File: config.mk
export PLATFORM = sky130hd
export DESIGN_NAME = serial_word_collector
export DESIGN_NICKNAME = d
export VERILOG_FILES = /design/src/rtl/serial_word_collector.sv
export SDC_FILE = /design/constraint.sdc
export NUM_CORES = 1
export LEC_CHECK = 0
export CAP_MARGIN = 20
export CORE_UTILIZATION = 35
export DETAILED_ROUTE_END_ITERATION = 10
export PLACE_DENSITY_LB_ADDON = 0.3
export SLEW_MARGIN = 10
export SYNTH_ARGS = -nofsm -noshare
export SYNTH_HDL_FRONTEND = slang
export SYNTH_SLANG_ARGS = --single-unit
File: constraint.sdc
create_clock -name clk -period 1.6 [get_ports clk]
set_clock_uncertainty 0.15 [all_clocks]
set_input_delay 0.4 -clock clk [delete_from_list [all_inputs] [get_ports clk]]
set_output_delay 0.4 -clock clk [all_outputs]
set_load 0.01 [all_outputs]
File: src/rtl/serial_word_collector.sv
// Serial-to-parallel collector: packs qualified serial bits LSB-first into WIDTH-bit
// words and hands them out over valid/ready, flagging words dropped under back-pressure.
module serial_word_collector #(
    parameter int WIDTH = 8,
    parameter int CNT_W = $clog2(WIDTH)
) (
    input  logic             clk,
    input  logic             reset_n,
    input  logic             bit_in,
    input  logic             bit_valid,
    input  logic             clr,
    output logic [WIDTH-1:0] data_out,
    output logic             data_valid,
    input  logic             data_ready,
    output logic             overflow,
    output logic [CNT_W-1:0] bit_cnt
);

    typedef enum logic {EMPTY, FULL} state_t;

    localparam logic [CNT_W-1:0] LAST = CNT_W'(WIDTH - 1);

    state_t           state;
    logic [WIDTH-1:0] shift;
    logic [WIDTH-1:0] word;
    logic             complete;

    // New bits enter at the MSB so the first bit of a word ends up at bit 0.
    assign word     = {bit_in, shift[WIDTH-1:1]};
    assign complete = bit_valid && !clr && (bit_cnt == LAST);

    always_ff @(posedge clk) begin
        if (!reset_n) begin
            state      <= EMPTY;
            shift      <= '0;
            bit_cnt    <= '0;
            data_out   <= '0;
            data_valid <= 1'b0;
            overflow   <= 1'b0;
        end else begin
            if (clr) begin
                shift    <= '0;
                bit_cnt  <= '0;
                overflow <= 1'b0;
            end else if (bit_valid) begin
                shift   <= word;
                bit_cnt <= complete ? '0 : bit_cnt + 1'b1;
            end

            // The handshake keeps running on clr edges; clr only suppresses completion.
            case (state)
                EMPTY: begin
                    if (complete) begin
                        data_out   <= word;
                        data_valid <= 1'b1;
                        state      <= FULL;
                    end
                end
                FULL: begin
                    if (data_ready) begin
                        if (complete) begin
                            data_out <= word;
                        end else begin
                            data_valid <= 1'b0;
                            state      <= EMPTY;
                        end
                    end else if (complete) begin
                        overflow <= 1'b1;
                    end
                end
            endcase
        end
    end

endmodule

==> results by stage <==
Synthesis:
- dfxtp_1 is the most common cell in the netlist.
- The share of synthesized flip-flops with an asynchronous set or reset is 0%.
- Dividing the synthesized area by the synthesized cell count gives 10.1 um^2.
- Summing the areas of all compound-gate instances in the mapped netlist gives 3.84% of the synthesized area.
- The fraction of the mapped netlist area in adder cells is 2.84%.
- The cell type with the largest total area after synthesis is dfxtp_1.
- The synthesized design contains 0 enable-type register cells.
- The mapped netlist covers 881 um^2.
- The net count after synthesis is 95.
- The simple-gate area share of the yosys netlist is 21.0%.
- The multiplexer area fraction after synthesis is 18.2%.
- The distinct cell type count after synthesis is 21.
- The post-synthesis share of cell area spent on xor and xnor gates is 0%.
- Counting instances in the post-synthesis netlist gives the leading cell types as dfxtp_1 (21), mux2i_1 (16), nand2_1 (16), nor2_1 (12), buf_6 (3).
- Synthesis inferred 21 register bits.
- By area the synthesized netlist is led by dfxtp_1 (48%), mux2i_1 (18%), nand2_1 (6.8%).
- The number of cells produced by synthesis is 87.
- The total of warnings raised by yosys is 0.
- The share of the Yosys chip area taken by registers is 47.7%.
- The synthesized design devotes to its leading area cell type 47.7% of total area.
- By area, the combinational part of the netlist is dominated by simple AND/OR/NAND/NOR gates.
- Among all flip-flop cells after synthesis, the most frequent one is dfxtp_1.

Drt:
- The routed design uses 97 um of met3 wire.
- The overall via count from detail_route is 633.
- In the final routing, the length of wire on met1 measures 739 um.
- After detailed routing, the number of vias per cell comes to 4.59.
- For this run, the detailed router's first-pass iteration total came to 2.
- Wire segments on met2 add up to 654 um in the final route.
- The total wirelength of the detailed-routed design is 1.51 mm.
- The count of nets left with antenna violations once routing finished came out at 0.
- The number of design-rule violations left by the first detailed-router iteration is 6.
- The final routed wire length divided by cell count is 10.9 um.
- In the routed design, unresolved DRC markers number 0.
- The top layer used by detailed routing is met4.

Timing:
- The number of slew-limit violations in the final report is 0.
- For the pin with the worst max-slew slack, the measured transition is 0.371 ns.
- For the finished layout, the period the worst path requires is 1.51 ns.
- The tightest hold margin is 0.313 ns.
- The hold violation count in the final report came to 0.
- The final setup TNS is 0 ns.
- The worst setup slack after layout is 0.0894 ns.
- The highest clock rate is 662 MHz.
- Setup violations remaining at the end of the flow were counted as 0.
- Setup repair after global routing left no endpoint under its margin.
- The final clock period utilization by the worst path is 94.4%.
- The relative max-transition margin is 75.3%.

Pwr:
- The power spent charging and discharging nets is 0.189 mW.
- Net switching is 22.4% of the power.
- In this run, flip-flops and latches consume 62.5% of the power.
- The maximum ir drop on the vdd rail is 0.640 mV.
- The power per cell area is 748 nW/um^2.
- The internal portion of the total power is 0.656 mW.
- The overall power consumption is 0.845 mW.
- Of the total power, the clock network draws 30.5%.
- In this run, the combinational gates consume 7.0% of the power.
- The leakage power total is 0.522 nW.

GRT:
- The largest net degree at the start of global routing is 20.
- After global routing the overflow that remains totals 0.
- The number of antenna violations at the first check in global routing was 0.
- The number of global-route vias before repair is 623.
- The combined global-route utilization of all metal layers is 13.3%.
- The first global-routing pass estimated 2.56 mm of wire.

Clock tree:
- The clock slew at the register clock pins of the worst setup and hold paths is 0.11 ns.
- The largest buffer count on any clock path is 2.
- The clock tree from TritonCTS is done.
- After clock tree synthesis, the flow added hold-fix buffers numbering 0.
- The number of clock sinks is 21.
- Clock latency on the worst-skew pair, taken at its later pin, is 0.31 ns.
- Buffers inserted during clock tree synthesis total 3.
- In this run the number of H-tree levels came out at 1.
- The tree is rooted in a clkbuf_4.

Layout:
- The summed area of non-filler cells in the final layout is 1130 um^2.
- The area added between synthesis and finish is 28.1%.
- The layout filler cell count is 240.
- At the end of the flow, the number of nets in the layout was 119.
- The repair_antennas step left the layout with diodes totalling 0.
- In the final layout, the share of cells above drive strength 1 is 13.6%.
- The post-route non-filler standard cell count is 138.
- The core utilization of the finished layout is 49.1%.

Critical path:
- The family of cells with the greatest summed delay on the critical path is flip-flops.
- The nature of the critical path startpoint is a register.
- The category of the critical setup timing path is reg -> reg.
- The number of buffer and inverter instances along the worst setup path is 1.
- Data on the critical path is required at its endpoint by 1.69 ns.
- In this design, the stage delay of the slowest critical-path cell is 0.37 ns.
- The arrival time of the worst setup path is 1.60 ns.
- Traced cell by cell, the critical path runs through ha_1 > ha_2 > nand3b_4 > nor2b_4 > buf_12 > mux2i_1.
- The highest-delay cell along the critical path is dfxtp_2.
- The worst setup path is captured at a register.
- In this run the worst path has a maximum fanout of 8.

Floorplanning:
- The width of the chip is 52.2 um.
- The row count is 17.
- The initial utilization of the core area, before any placement, comes to 38.3%.
- Measured along the y axis, the die boundary spans 52.2 um.
- The region available for standard cell placement spans 2300 um^2.
- In this run the count of I/O pins placed on the die edge is 19.
- The area of the die is 2720 um^2.

Placed design:
- In this run, placement finished with an instance count of 134.
- The HPWL after detailed placement is 1.01 mm.
- The placed instances occupy a cell area of 1110 um^2.
- The number of port buffers is 18.
- The placer's final routability congestion estimate is 0.729.
- The worst setup slack after placement is -0.150 ns.

Outcome:
- The run finished with clean final reports.

Hold path:
- The worst min-delay path category is reg -> reg.

Job:
- The tool flagged a number of max-cap violations equal to 0.
==> per-layer routing <==
layer	up-vias	GRT usage, %
met1	281	14.6
met4	0	5.26
met2	17	22.2
li1	333	-
met3	2	6.14
met5	-	0
==> area by class of cell <==
cell class	count	area (um^2)	share of cell area [%]
clock buffer	4	26.3	2.33
inverter	1	3.75	0.333
multi-input combinational	60	407	36.0
sequential	21	423	37.5
tap	28	35.0	3.10
timing repair buffer	24	234	20.7
==> sequential cells by signal, indices dropped and copies added (netlist names) <==
| register | count |
|---|---|
| bit_cnt | 3 |
| data_out | 8 |
| data_valid | 1 |
| overflow | 1 |
| shift | 7 |
| state | 1 |
==> placed cells by master (no fill, tap or decap) <==
cell type,instances
nor2_1,12
inv_1,1
a21oi_1,2
ha_1,1
and2_1,1
buf_12,2
o211a_1,1
nor2b_1,1
nand2b_1,2
dlygate4sd2_1,13
clkbuf_1,1
mux2i_1,16
dfxtp_1,19
buf_4,4
nand3b_4,1
nor2b_4,1
ha_2,1
clkbuf_4,3
o22ai_1,1
dfxtp_2,2
clkdlybuf4s50_1,5
a21boi_0,1
and2b_1,1
nand2_1,16
and2b_2,1
nand3_1,1
==> worst reg2reg max path, stage by stage, from the launching register on <==
cell,delay (ns)
dfxtp_2,0.37
ha_1,0.15
ha_2,0.21
nand3b_4,0.10
nor2b_4,0.13
buf_12,0.14
mux2i_1,0.20
==> path summary, 6_finish.rpt <==
path,depth (start not counted),start,slack [ns],end
setup / recovery,6,bit_cnt[0],0.09,data_out[4]
hold / removal,2,data_out[7],0.31,data_out[7]
hold reg to reg,2,data_out[7],0.31,data_out[7]
setup reg to reg,6,bit_cnt[0],0.09,data_out[4]
==> logic make-up (layout without fill, tap and decap cells) <==
kind of cell	after synthesis	after routing
and+or+nand+nor	37	37
DFF	21	21
muxes	16	16
buffers and inverters	6	29
AOI/OAI and AO/OA	5	5
adders and majority gates	2	2
==> timing repair <==
action | 4_1_cts | 5_1_grt
gates resized for setup | 15 | 1
setup endpoints to repair | 13 | 5
buffers inserted | 0 | 0
==> power by group through the flow <==
stage / combinational, mW / sequential, mW / clock [mW]
final: 0.0592 / 0.528 / 0.258
after global routing: 0.0651 / 0.529 / 0.290
after CTS: 0.0599 / 0.528 / 0.270
after detailed placement: 0.0605 / 0.540 / 0
after global placement: 0.0609 / 0.539 / 0
after floorplan: 0.0337 / 0.540 / 0
Note: power is estimated with default switching activity, not from simulation.
